[src/rtl/prescaled_updown_counter.sv]
// Up/down counter that steps once every DIV enabled clocks, with wrap or saturate
// at the limits, synchronous clear/load and a registered rollover pulse.
module prescaled_updown_counter #(
  parameter int unsigned DIV       = 50000000,
  parameter int unsigned WIDTH     = 4,
  parameter int unsigned MAX_COUNT = 15,
  parameter int unsigned SATURATE  = 0
) (
  input  logic             CLK,
  input  logic             RESET,
  input  logic             EN,
  input  logic             DIR,
  input  logic             CLR,
  input  logic             LOAD,
  input  logic [WIDTH-1:0] LOAD_VAL,
  output logic [WIDTH-1:0] COUNT,
  output logic             TICK,
  output logic             WRAP,
  output logic             AT_LIMIT
);

  localparam int unsigned       PW         = (DIV > 1) ? $clog2(DIV) : 1;
  localparam logic [PW-1:0]     PRESC_LAST = PW'(DIV - 1);
  localparam logic [WIDTH-1:0]  MAX_VAL    = WIDTH'(MAX_COUNT);
  localparam bit                SAT        = (SATURATE != 0);

  logic [PW-1:0] presc;

  assign TICK     = EN && (presc == PRESC_LAST);
  assign AT_LIMIT = DIR ? (COUNT == MAX_VAL) : (COUNT == '0);

  always_ff @(posedge CLK or negedge RESET) begin
    if (!RESET) begin
      presc <= '0;
      COUNT <= '0;
      WRAP  <= 1'b0;
    end else if (CLR) begin
      presc <= '0;
      COUNT <= '0;
      WRAP  <= 1'b0;
    end else if (LOAD) begin
      presc <= '0;
      COUNT <= (LOAD_VAL > MAX_VAL) ? MAX_VAL : LOAD_VAL;
      WRAP  <= 1'b0;
    end else begin
      WRAP <= 1'b0;
      if (TICK) begin
        presc <= '0;
        // DIR only matters on the step edge; limits either wrap (with pulse) or hold
        if (DIR) begin
          if (COUNT < MAX_VAL) begin
            COUNT <= COUNT + 1'b1;
          end else if (!SAT) begin
            COUNT <= '0;
            WRAP  <= 1'b1;
          end
        end else begin
          if (COUNT != '0) begin
            COUNT <= COUNT - 1'b1;
          end else if (!SAT) begin
            COUNT <= MAX_VAL;
            WRAP  <= 1'b1;
          end
        end
      end else if (EN) begin
        presc <= presc + 1'b1;
      end
    end
  end

endmodule

[config.mk]
export PLATFORM = sky130hd
export DESIGN_NAME = prescaled_updown_counter
export DESIGN_NICKNAME = d
export VERILOG_FILES = /design/src/rtl/prescaled_updown_counter.sv
export SDC_FILE = /design/constraint.sdc
export NUM_CORES = 1
export LEC_CHECK = 0
export ABC_CLOCK_PERIOD_IN_PS = 3060
export CORE_MARGIN = 10
export CORE_UTILIZATION = 38
export DETAILED_ROUTE_END_ITERATION = 7
export GPL_TIMING_DRIVEN = 0
export SYNTH_ARGS = -nofsm -noshare
export SYNTH_HDL_FRONTEND = slang
export SYNTH_SLANG_ARGS = --single-unit
[constraint.sdc]
create_clock -name CLK -period 3.06 [get_ports CLK]
set_input_delay 0.918 -clock CLK [delete_from_list [all_inputs] [get_ports CLK]]
set_output_delay 0.918 -clock CLK [all_outputs]
set_load 0.005 [all_outputs]
==> flow_metrics.py <==
metrics = {
    "placed_design": {
        "io_buffer_count": 15,
        "dpl.hpwl_um": 3490,
        "dp_cells": 310,
        "gp_congestion": 0.836,
    },
    "logic_synthesis": {
        "synth_cell_types": 42,
        "seq_area_frac_synth_pct": 39.5,
        "synth_warnings": 0,
        "synth_top_area_cell": "dfrtp_1",
        "synthFlopType": "dfrtp_1",
        "synthTopCellsByArea": "dfrtp_1 (40%), o31ai_1 (5.0%), nand4_1 (4.8%)",
        "async_flop_share_pct": 100,
        "synth_fp_nets": 239,
        "avgSynthCellArea_um2": 8.73,
        "synth.most_common_cell": "dfrtp_1",
        "ys_ff_latch": 31,
        "synth_common_cells": "dfrtp_1 (31), nor2_1 (20), a21oi_1 (16), nand2_1 (15), nand4_1 (15)",
        "synth_edf_count": 0,
        "synth_top_cell_area_share_pct": 39.5,
        "synthesis.area_um2": 1960,
        "synthCells": 225,
    },
    "setup_path": {
        "startpoint_type": "input pin",
        "r2r_setup_slack_ns": 0.75,
        "cp_data_required_time_ns": 2.14,
        "arrival_ns": 2.04,
        "critPathCaptureType": "output pin",
        "path_max_fanout": 3,
        "critPathKind": "input pin to output pin",
    },
    "floorplan": {
        "floorplan.initialDensity_pct": 38.9,
        "core-area_um2": 5040,
        "die_x_um": 91.9,
        "pin_count": 17,
        "dieArea_um2": 8440,
        "rows": 26,
        "dieHeight_um": 91.9,
    },
    "global_route": {
        "gr-total-overflow": 0,
        "grt_pass1_wl_um": 8580,
        "grt_max_degree": 32,
        "grt.total_usage_pct": 12.2,
        "antenna_found_initial": 0,
        "grt_pass1_vias": 1734,
    },
    "hold_path": {
        "hold_class": "register to register",
    },
    "timing": {
        "worstMarginPinSlew_ns": 0.762,
        "finalClockSkew_ns": 0.00854,
        "timing.final.crit_share_pct": 96.7,
        "drv_slew": 0,
        "grt_setup_unrepaired": "no",
        "fmax_mhz": 338,
        "setup_viol": 0,
        "fin_crit_ns": 2.96,
        "maxSlewHeadroom_pct": 48.8,
        "hold_viol": 0,
    },
    "pwr": {
        "power.leakage_nw": 0.828,
        "power.total_mw": 0.812,
        "power_density_nw_per_um2": 352,
        "ir_drop_v": 0.000156,
    },
    "cells_and_area": {
        "drive_gt1_share_pct": 10.4,
        "num_antenna_cells": 0,
        "instances_no_fill": 319,
        "syn_to_final_growth_pct": 17.3,
        "final_nets": 262,
    },
    "routing": {
        "drt_wl_total_um": 4930,
        "first_pass_iters": 4,
        "post_drt_wl_per_cell_um": 15.5,
        "antenna_left": 0,
        "drt_iter0_markers": 146,
        "via_per_inst": 5.68,
        "vias": 1811,
        "drc": 0,
    },
    "clocking": {
        "clk_latency_ns": 0.29,
        "clk_path_buf_depth": 2,
        "cts_tree": "built",
        "clkSinkCount": 31,
        "cts_buffers": 5,
        "cts_hold_buffers": 0,
        "clk_pin_slew_ns": 0.07,
        "cts-root-buf": "clkbuf_8",
        "ctsHtreeMaxLevel": 2,
    },
    "run": {
        "drv_cap": 0,
    },
    "status": {
        "status": "complete, no violations",
    },
}
==> final cells by class <==
cell class                      count  area [um^2]
Fill cell                         530         2740
Multi-Input combinational cell    176         1120
Sequential cell                    31          776
Timing Repair Buffer               17          148
Tap cell                           70         87.6
Clock buffer                        7         76.3
Buffer                             10         60.1
Inverter                            7         26.3
Clock inverter                      1         5.00
==> where the power goes <==
group	internal [mW]	total [mW]	switching (mW)
registers	0.414	0.423	0.00882
clock network	0.159	0.311	0.152
logic	0.0364	0.0777	0.0413
total	0.610	0.812	0.202
==> metal layers <==
layer	wire, um	up-vias	part of all wire, %	global-route usage [%]
li1	-	898	-	-
met4	50	0	1.0	3.73
met1	2470	874	50	16.1
met2	2220	32	45	18.9
met3	187	7	3.8	3.34
met5	0	-	0	0
==> stage by stage <==
step | setup WS [ns] | instance area (um^2) | util [%] | setup TNS [ns] | hold WS [ns]
floorplan | 0.277 | 1960 | - | 0 | 0.530
global placement | -1.09 | 2200 | 43.6 | -8.75 | 0.557
detailed placement | -1.07 | 2200 | 43.5 | -8.47 | 0.557
CTS | 0.0241 | 2310 | 45.8 | 0 | 0.575
global route | 0.0270 | 2300 | 45.7 | 0 | 0.598
finish | 0.100 | 2300 | 45.7 | 0 | 0.573
==> repair_timing <==
action	in CTS	in global routing
pin swaps	2	0
buffers inserted	2	0
endpoints found under the setup margin	22	1
resized for setup	15	2
cloned	0	0
==> layout by cell type (no fill, tap or decap), types with 2 or more instances in the layout <==
master,instances
clkbuf_8,6
clkbuf_1,6
ha_1,4
nor4_1,7
buf_4,2
inv_1,7
and3_1,2
o311ai_0,2
or4_1,10
nand2_1,15
nand4_1,15
nor3b_1,4
nand3_1,11
or3_1,5
a31oi_1,2
nand2b_1,2
dfrtp_1,31
buf_2,6
clkdlybuf4s50_1,10
a21oi_1,16
nor2_1,20
o21ai_0,5
xnor2_1,9
xor2_1,3
o31ai_1,13
nor2b_1,2
nor3_1,6
dlygate4sd2_1,2
and4_1,5
==> flip-flops by register name, summed over array words and instances (netlist names) <==
register and count:
COUNT 4, presc 26, WRAP 1
==> worst max-delay path: stages <==
cell and delay (ns):
dlygate4sd2_1 0.23, clkbuf_8 0.14, nand3_1 0.11, or2_4 0.29
nor3_4 0.20, buf_2 0.15
==> worst paths after layout <==
check / to / cells after the start / startpoint
worst max-delay path: TICK / 6 / EN
worst min-delay path: presc[23] / 2 / presc[23]
worst max register to register: presc[21] / 7 / presc[0]
worst min register to register: presc[23] / 2 / presc[23]
max in group asynchronous: COUNT[3] / 1 / RESET
min in group asynchronous: presc[24] / 1 / RESET
==> kinds of logic (layout without fill, tap and decap cells) <==
kind of cell    after synthesis  count (layout)  synth area share [%]
simple gates                113             113                  32.8
compound gates               46              46                  15.2
flops                        31              31                  39.5
buf+inv                      18              42                  4.08
xor+xnor                     12              12                  5.35
fa+ha+maj                     4               4                  2.55
mux                           1               1                 0.510
(Power assumes the default switching activity.)
